**src/rtl/ident_8b_uart_top.sv**
```systemverilog
// UART 8N1 byte-echo loopback: receive a byte, pass it through an 8-bit identity
// stage and transmit it back, with an active-low clear-to-send output.
module ident_8b_uart_top #(
  parameter int ClocksPerBaud = 1250
) (
  input  logic clk,
  input  logic rst,
  input  logic rx_in,
  output logic tx_out,
  output logic clear_to_send_out_n
);

  localparam int CntW = $clog2(ClocksPerBaud);
  localparam logic [CntW-1:0] BaudLast = CntW'(ClocksPerBaud - 1);
  localparam logic [CntW-1:0] HalfLast = CntW'(ClocksPerBaud / 2 - 1);

  typedef enum logic [2:0] {
    RCV_IDLE, RCV_START, RCV_DATA, RCV_STOP, RCV_RECOVER
  } rcv_state_e;

  typedef enum logic [1:0] {
    RX_WAIT, COMPUTE, TX_START, TX_WAIT
  } ctrl_state_e;

  // Input synchronizer plus one history flop for start-edge detection
  logic rx_meta_q, rx_sync_q, rx_prev_q;

  rcv_state_e      rcv_state_q, rcv_state_d;
  logic [CntW-1:0] rcv_cnt_q, rcv_cnt_d;
  logic [2:0]      rcv_bit_q, rcv_bit_d;
  logic [7:0]      rcv_shift_q, rcv_shift_d;
  logic [7:0]      rx_byte_q, rx_byte_d;
  logic            rx_done_q, rx_done_d;

  ctrl_state_e     state_q, state_d;
  logic [7:0]      byte_q, byte_d;
  logic [7:0]      result_q, result_d;
  logic            cts_n_q, cts_n_d;
  logic            tx_start;

  logic            tx_busy_q, tx_busy_d;
  logic            tx_out_q, tx_out_d;
  logic [CntW-1:0] tx_cnt_q, tx_cnt_d;
  logic [3:0]      tx_bit_q, tx_bit_d;
  logic [7:0]      tx_shift_q, tx_shift_d;
  logic            tx_done;

  always_ff @(posedge clk or posedge rst) begin
    if (rst) begin
      rx_meta_q   <= 1'b1;
      rx_sync_q   <= 1'b1;
      rx_prev_q   <= 1'b1;
      rcv_state_q <= RCV_IDLE;
      rcv_cnt_q   <= '0;
      rcv_bit_q   <= '0;
      rcv_shift_q <= '0;
      rx_byte_q   <= '0;
      rx_done_q   <= 1'b0;
      state_q     <= RX_WAIT;
      byte_q      <= '0;
      result_q    <= '0;
      cts_n_q     <= 1'b1;
      tx_busy_q   <= 1'b0;
      tx_out_q    <= 1'b1;
      tx_cnt_q    <= '0;
      tx_bit_q    <= '0;
      tx_shift_q  <= '0;
    end else begin
      rx_meta_q   <= rx_in;
      rx_sync_q   <= rx_meta_q;
      rx_prev_q   <= rx_sync_q;
      rcv_state_q <= rcv_state_d;
      rcv_cnt_q   <= rcv_cnt_d;
      rcv_bit_q   <= rcv_bit_d;
      rcv_shift_q <= rcv_shift_d;
      rx_byte_q   <= rx_byte_d;
      rx_done_q   <= rx_done_d;
      state_q     <= state_d;
      byte_q      <= byte_d;
      result_q    <= result_d;
      cts_n_q     <= cts_n_d;
      tx_busy_q   <= tx_busy_d;
      tx_out_q    <= tx_out_d;
      tx_cnt_q    <= tx_cnt_d;
      tx_bit_q    <= tx_bit_d;
      tx_shift_q  <= tx_shift_d;
    end
  end

  // Receiver: mid-bit sampling, false-start rejection, framing-error recovery
  always_comb begin
    rcv_state_d = rcv_state_q;
    rcv_cnt_d   = rcv_cnt_q;
    rcv_bit_d   = rcv_bit_q;
    rcv_shift_d = rcv_shift_q;
    rx_byte_d   = rx_byte_q;
    rx_done_d   = 1'b0;
    unique case (rcv_state_q)
      RCV_IDLE: begin
        if (rx_prev_q && !rx_sync_q) begin
          rcv_state_d = RCV_START;
          rcv_cnt_d   = '0;
        end
      end
      RCV_START: begin
        if (rcv_cnt_q == HalfLast) begin
          rcv_cnt_d   = '0;
          rcv_bit_d   = '0;
          rcv_state_d = rx_sync_q ? RCV_IDLE : RCV_DATA;
        end else begin
          rcv_cnt_d = rcv_cnt_q + 1'b1;
        end
      end
      RCV_DATA: begin
        if (rcv_cnt_q == BaudLast) begin
          rcv_cnt_d   = '0;
          rcv_shift_d = {rx_sync_q, rcv_shift_q[7:1]};
          if (rcv_bit_q == 3'd7) begin
            rcv_state_d = RCV_STOP;
          end else begin
            rcv_bit_d = rcv_bit_q + 1'b1;
          end
        end else begin
          rcv_cnt_d = rcv_cnt_q + 1'b1;
        end
      end
      RCV_STOP: begin
        if (rcv_cnt_q == BaudLast) begin
          rcv_cnt_d = '0;
          if (rx_sync_q) begin
            rx_done_d   = 1'b1;
            rx_byte_d   = rcv_shift_q;
            rcv_state_d = RCV_IDLE;
          end else begin
            rcv_state_d = RCV_RECOVER;
          end
        end else begin
          rcv_cnt_d = rcv_cnt_q + 1'b1;
        end
      end
      RCV_RECOVER: begin
        if (rx_sync_q) rcv_state_d = RCV_IDLE;
      end
      default: rcv_state_d = RCV_IDLE;
    endcase
  end

  // Control FSM; rx_done outside RX_WAIT is simply not looked at
  always_comb begin
    state_d  = state_q;
    byte_d   = byte_q;
    result_d = result_q;
    tx_start = 1'b0;
    unique case (state_q)
      RX_WAIT: begin
        if (rx_done_q) begin
          byte_d  = rx_byte_q;
          state_d = COMPUTE;
        end
      end
      COMPUTE: begin
        result_d = byte_q;
        state_d  = TX_START;
      end
      TX_START: begin
        tx_start = 1'b1;
        state_d  = TX_WAIT;
      end
      TX_WAIT: begin
        if (tx_done) state_d = RX_WAIT;
      end
      default: state_d = RX_WAIT;
    endcase
    cts_n_d = (state_d != RX_WAIT);
  end

  // Transmitter: bit index 0 = start, 1..8 = data, 9 = stop
  assign tx_done = tx_busy_q && (tx_cnt_q == BaudLast) && (tx_bit_q == 4'd9);

  always_comb begin
    tx_busy_d  = tx_busy_q;
    tx_out_d   = tx_out_q;
    tx_cnt_d   = tx_cnt_q;
    tx_bit_d   = tx_bit_q;
    tx_shift_d = tx_shift_q;
    if (tx_start) begin
      tx_busy_d  = 1'b1;
      tx_out_d   = 1'b0;
      tx_cnt_d   = '0;
      tx_bit_d   = '0;
      tx_shift_d = result_q;
    end else if (tx_busy_q) begin
      if (tx_cnt_q == BaudLast) begin
        tx_cnt_d = '0;
        if (tx_bit_q == 4'd9) begin
          tx_busy_d = 1'b0;
          tx_out_d  = 1'b1;
        end else begin
          tx_bit_d = tx_bit_q + 1'b1;
          if (tx_bit_q == 4'd8) begin
            tx_out_d = 1'b1;
          end else begin
            tx_out_d   = tx_shift_q[0];
            tx_shift_d = {1'b0, tx_shift_q[7:1]};
          end
        end
      end else begin
        tx_cnt_d = tx_cnt_q + 1'b1;
      end
    end
  end

  assign tx_out              = tx_out_q;
  assign clear_to_send_out_n = cts_n_q;

endmodule

```
**config.mk**
```make
export PLATFORM = sky130hd
export DESIGN_NAME = ident_8b_uart_top
export DESIGN_NICKNAME = d
export VERILOG_FILES = /design/src/rtl/ident_8b_uart_top.sv
export SDC_FILE = /design/constraint.sdc
export NUM_CORES = 1
export LEC_CHECK = 0
export ABC_AREA = 1
export CAP_MARGIN = 20
export CORE_MARGIN = 2
export CORE_UTILIZATION = 63
export CTS_BUF_LIST = sky130_fd_sc_hd__clkbuf_4 sky130_fd_sc_hd__clkbuf_8 sky130_fd_sc_hd__clkbuf_16
export CTS_CLUSTER_SIZE = 14
export DETAILED_ROUTE_END_ITERATION = 8
export PLACE_DENSITY_LB_ADDON = 0.1
export SYNTH_ARGS = -nofsm -noshare
export SYNTH_HDL_FRONTEND = slang
export SYNTH_SLANG_ARGS = --single-unit
```
**constraint.sdc**
```tcl
create_clock -name clk -period 2.89 [get_ports clk]
set_input_delay 0.289 -clock clk [delete_from_list [all_inputs] [get_ports clk]]
set_output_delay 0.289 -clock clk [all_outputs]
set_load 0.01 [all_outputs]
```
==> results.json, run 1 <==
{
  "dieArea_mm2": 0.007314,
  "remaining_drc_errors": 0,
  "cts_made_buffers": 9,
  "ys_seq_area_share_pct": 48.57,
  "dr.pass1.iters": 4,
  "synth-xor-area-share_pct": 1.464,
  "clk_pin_slew_worst_paths_ns": 0.09,
  "seqPwrFrac_pct": 48.2,
  "critPathKind": "register to register",
  "io_buffers": 4,
  "fin_crit_ns": 1.730,
  "synth.area.top_cells": "dfrtp_1 45%, nand2_1 10%, inv_1 4.0%",
  "post_drt_wl_per_cell_um": 13.06,
  "grt_antenna_before_repair": 0,
  "yosys.area.top_type_share_pct": 45.43,
  "fin_skew_ns": 0.01614,
  "fmax_mhz": 578.2,
  "syn_inst": 472,
  "grt_max_degree": 32,
  "gp_congestion": 0.8539,
  "num_rows": 29,
  "yosysTopAreaCell": "dfrtp_1",
  "synthAdderAreaFrac_pct": 2.989,
  "slew_violations": 0,
  "n_antenna_cell": 0,
  "grt_remaining_overflow": 0,
  "ys_warn_count": 0,
  "grt_use_total_pct": 22.32,
  "worstHoldPathType": "input port to asynchronous set/reset pin",
  "maxCapViolations": 0,
  "fin_setup_tns_ns": 0,
  "drive_gt1_share_pct": 20.45,
  "comb_power_share_pct": 20.6,
  "layout_common_cells": "116 x nand2_1, 76 x dfrtp_1, 44 x inv_1",
  "dp_hpwl_um": 5298,
  "synth_top_family_by_area": "simple AND/OR/NAND/NOR gates",
  "avgSynthCellArea_um2": 8.870,
  "post-cts-setup-buffers": 0,
  "start_util_pct": 65.56,
  "regArea_mm2": 0.002033,
  "dpl_worst_slack_ns": 1.199,
  "clockBufferDepth": 2,
  "clkLatencyLatePin_ns": 0.35,
  "grt_pass1_wl_um": 12980,
  "final_antenna_net_count": 0,
  "p_leak_nw": 2.193,
  "nets": 493,
  "setup_viol": 0,
  "fin_util_pct": 70.10,
  "whs_ns": 0.2811,
  "cts_tree": "done",
  "r2r_slack_ns": 1.16,
  "powerDensity_mw_per_mm2": 573.3,
  "cts-resized-gates": 0,
  "syn_to_final_growth_pct": 6.934,
  "cts_root_buf": "clkbuf_8",
  "tightest_slew_ns": 0.5507,
  "wl_um": 7326,
  "setup.worst_path.end_class": "register",
  "power.internal_mw": 1.761,
  "nFillCells": 508,
  "hold_viol_final": 0,
  "fin_crit_sh_pct": 59.85,
  "die_y_um": 85.52,
  "pwr-share-clk_pct": 31.2,
  "ys_seq_elements": 81,
  "power_mw": 2.566,
  "grt_pass1_vias": 2940,
  "status": "finished clean",
  "die_w_um": 85.52,
  "multiInputGateArea_mm2": 0.001869,
  "critPathMaxFanout": 22,
  "start_kind": "register",
  "routed_via_density": 5.360,
  "p_switching_uw": 805.6,
  "synth_nets": 485,
  "synthMuxAreaShare_pct": 3.497,
  "synth.distinct_cells": 40,
  "worstPathArrival_ns": 1.95,
  "ios": 5,
  "rsz0062_at_grt": "no",
  "vdd_ir_drop_max_mv": 0.5883,
  "cts.sinks": 81,
  "swShare_pct": 31.39,
  "synth_area_mm2": 0.004187,
  "drtIter0Drc": 125,
  "cp.required_ns": 3.11,
  "h-tree-depth": 3,
  "synth-simple-area-share_pct": 29.35,
  "timing.slew.headroom_pct": 63.24,
  "cts_hold_buf": 0,
  "num_vias": 3007,
  "core_area_mm2": 0.006386,
  "fin_ws_ns": 1.160,
  "final_common_cell": "nand2_1",
  "synth_compound_area_share_pct": 7.352
}
-- flip-flops by register name, summed over array words and instances, names as in the netlist, 2 cells and up --
register     cells
byte_q           8
rcv_cnt_q       11
rcv_shift_q      8
rx_byte_q        8
rcv_bit_q        3
rcv_state_q      3
tx_cnt_q        11
state_q          2
tx_shift_q       8
result_q         8
tx_bit_q         4
-- power by group through the flow --
stage | Combinational, mW | Clock, mW | Sequential [mW]
floorplan | 0.433 | 0 | 1.24
global placement | 0.523 | 0 | 1.26
detailed placement | 0.531 | 0 | 1.26
CTS | 0.535 | 0.821 | 1.24
global route | 0.606 | 0.866 | 1.24
finish | 0.530 | 0.801 | 1.24
-- final cells by class --
| type | instances | share of cell area (%) |
|---|---|---|
| flip-flops and latches | 81 | 45.42 |
| clock buffers | 10 | 2.935 |
| well taps | 77 | 2.152 |
| clock inverters | 5 | 1.286 |
| repair buffers | 6 | 1.509 |
| inverters | 58 | 4.947 |
| multi-input cells | 324 | 41.76 |
-- metrics by stage --
stage	std cells	cell area (um2)
2_1_floorplan	472	4187
3_3_place_gp	546	4288
3_5_place_dp	546	4288
4_1_cts	561	4477
5_1_grt	561	4477
6_report	561	4477
-- Yosys cell counts, drive strengths merged --
cell,instances
inv,57
o31ai,1
nor3,13
and3,1
a21o,1
nand2,130
o211ai,1
nand3,34
nor2,47
and2,1
buf,9
or2,2
xnor2,1
o22ai,1
dfrtp,76
o21ai,36
clkinv,1
dfstp,5
nand4,21
mux2,13
o21bai,1
xor2,6
ha,10
a21oi,4
-- routing by layer --
layer  track usage, %  part of all wire [%]  vias up
li1                 -                     -     1545
met1            29.83                    48     1405
met2            36.15                    47       49
met3            3.754                   3.5        8
met4            9.812                   1.2        0
met5                0                     0        -
-- critical path, cell delays in order (launching register included) --
cell     delay [ns]
dfrtp_1        0.40
inv_2          0.08
nand2_2        0.17
nand2_2        0.40
inv_1          0.23
o21ai_0        0.21
a21oi_1        0.09
-- logic make-up (layout without fill, tap and decap cells) --
kind of cell | Yosys count | count (layout)
buf+inv | 67 | 79
simple gates | 249 | 249
compound gates | 45 | 45
fa+ha+maj | 10 | 10
xor+xnor | 7 | 7
mux | 13 | 13
flops | 81 | 81
-- final timing paths --
path | startpoint | endpoint | cells after the start
min in group clk | rx_in | rx_meta_q | 1
worst min register to register | rx_meta_q | rx_sync_q | 0
worst max-delay path | state_q[0] | tx_cnt_q[8] | 6
max in group asynchronous | rst | clear_to_send_out_n | 3
worst min-delay path | rst | tx_shift_q[3] | 2
worst max register to register | state_q[0] | tx_cnt_q[8] | 6
No activity file was read; power rests on OpenSTA's default activity.
==> run 2: changes to the inputs <==
--- a/config.mk
+++ b/config.mk
@@ -8,7 +8,7 @@
 export ABC_AREA = 1
 export CAP_MARGIN = 20
 export CORE_MARGIN = 2
-export CORE_UTILIZATION = 63
+export CORE_UTILIZATION = 56
 export CTS_BUF_LIST = sky130_fd_sc_hd__clkbuf_4 sky130_fd_sc_hd__clkbuf_8 sky130_fd_sc_hd__clkbuf_16
 export CTS_CLUSTER_SIZE = 14
 export DETAILED_ROUTE_END_ITERATION = 8
==> constraint.sdc (replaced) <==
create_clock -name clk -period 1.5 [get_ports clk]
set_input_delay 0.15 -clock clk [delete_from_list [all_inputs] [get_ports clk]]
set_output_delay 0.15 -clock clk [all_outputs]
set_load 0.01 [all_outputs]
==> results.json, run 2 (same netlist as run 1, synthesis figures left out) <==
{
  "status": "complete, but fails checks",
  "violations": "setup timing",
  "nets": 536,
  "maxCapViolations": 0,
  "dp_hpwl_um": 5750,
  "fin_crit_sh_pct": 102.2,
  "worstHoldPathType": "input port to register",
  "grt_pass1_wl_um": 14250,
  "grt_antenna_before_repair": 0,
  "grt_pass1_vias": 3234,
  "setup_viol": 16,
  "critPathKind": "register to register",
  "start_kind": "register",
  "drtIter0Drc": 128,
  "vdd_ir_drop_max_mv": 0.8217,
  "remaining_drc_errors": 0,
  "io_buffers": 4,
  "h-tree-depth": 3,
  "p_leak_nw": 2.405,
  "clkLatencyLatePin_ns": 0.35,
  "cts_root_buf": "clkbuf_8",
  "dr.pass1.iters": 4,
  "setup.worst_path.end_class": "register",
  "cts_made_buffers": 9,
  "die_y_um": 90.47,
  "fin_crit_ns": 1.533,
  "syn_to_final_growth_pct": 20.14,
  "wl_um": 8478,
  "fin_setup_tns_ns": -0.2624,
  "grt_use_total_pct": 21.49,
  "worstPathArrival_ns": 1.78,
  "final_common_cell": "nand2_1",
  "critPathMaxFanout": 8,
  "fin_util_pct": 69.35,
  "cts_tree": "done",
  "grt_remaining_overflow": 0,
  "final_antenna_net_count": 0,
  "slew_violations": 0,
  "clk_pin_slew_worst_paths_ns": 0.08,
  "placedCellCount": 598,
  "cts.sinks": 81,
  "hold_viol_final": 0,
  "gp_congestion": 0.8236,
  "dpl_worst_slack_ns": -0.06616,
  "fmax_mhz": 652.2,
  "die_w_um": 90.47,
  "ios": 5,
  "tightest_slew_ns": 0.4316,
  "dieArea_mm2": 0.008184,
  "post_drt_wl_per_cell_um": 13.54,
  "fin_ws_ns": -0.03337,
  "grt_max_degree": 82,
  "layout_common_cells": "110 x nand2_1, 74 x dfrtp_1, 40 x inv_1",
  "fin_skew_ns": 0.01231,
  "power_mw": 5.239,
  "num_rows": 31,
  "n_antenna_cell": 0,
  "largest_registers": "rcv_cnt_q: 11 flops, tx_cnt_q: 11 flops",
  "powerDensity_mw_per_mm2": 1042,
  "routed_via_density": 5.196,
  "start_util_pct": 57.72,
  "timing.slew.headroom_pct": 71.23,
  "rsz0062_at_grt": "yes",
  "cp.required_ns": 1.74,
  "drive_gt1_share_pct": 32.07,
  "num_vias": 3253,
  "instances_no_fill": 626,
  "clockBufferDepth": 2,
  "core_area_mm2": 0.007253
}
-- run 2: power breakdown --
part	internal (mW)	switching, mW	total, mW
combinational	0.491	0.829	1.32
clock	0.765	0.807	1.57
sequential	2.27	0.0712	2.35
total	3.53	1.71	5.24
-- run 2: path summary, 6_finish.rpt --
kind | start | to | slack [ns] | depth (start not counted)
setup reg to reg | rcv_cnt_q[0] | rcv_shift_q[6] | -0.03 | 9
hold / removal | rx_in | rx_meta_q | 0.20 | 1
max in group asynchronous | rst | clear_to_send_out_n | 0.87 | 3
min in group asynchronous | rst | tx_cnt_q[8] | 0.25 | 3
setup / recovery | rcv_cnt_q[0] | rcv_shift_q[6] | -0.03 | 9
hold reg to reg | rx_meta_q | rx_sync_q | 0.36 | 0
-- run 2: through the flow --
stage | hold WS [ns] | cell area (um2)
after floorplan | 0.1545 | 4190
after global placement | 0.3453 | 4543
after detailed placement | 0.3469 | 4543
after CTS | 0.1920 | 4830
after global routing | 0.2123 | 5030
final | 0.2003 | 5030
-- run 2: repair_timing --
action | 4_1_cts | 5_1_grt
cloned | 1 | 1
setup buffers | 4 | 7
setup endpoints to repair | 26 | 52
resized for setup | 16 | 33
pin swaps | 11 | 10
hold buffers | 0 | 0
-- run 2: area by class of cell --
cell class              instances  area (um2)
fillers                       573        2223
inverters                      58       224.0
clock buffers                   9       123.9
flip-flops and latches         81        2036
multi-input cells             326        2063
repair buffers                 47       391.6
clock inverters                 6       67.56
well taps                      99       123.9
-- run 2: metal layers --
layer	vias to the layer above	track usage [%]	share of wire (%)
met1	1550	26.13	44
met4	0	8.718	2.1
met5	-	0	0
met3	15	3.339	2.1
met2	50	38.12	52
li1	1638	-	-
-- run 2: critical path: stages, from the launching register on --
cell and delay (ns):
dfrtp_1 0.38, buf_4 0.13, ha_2 0.16, nand2_2 0.06, nor2_4 0.12, and3_4 0.25, buf_6 0.13, nand2_8 0.07
nand2_1 0.09, o21ai_2 0.05
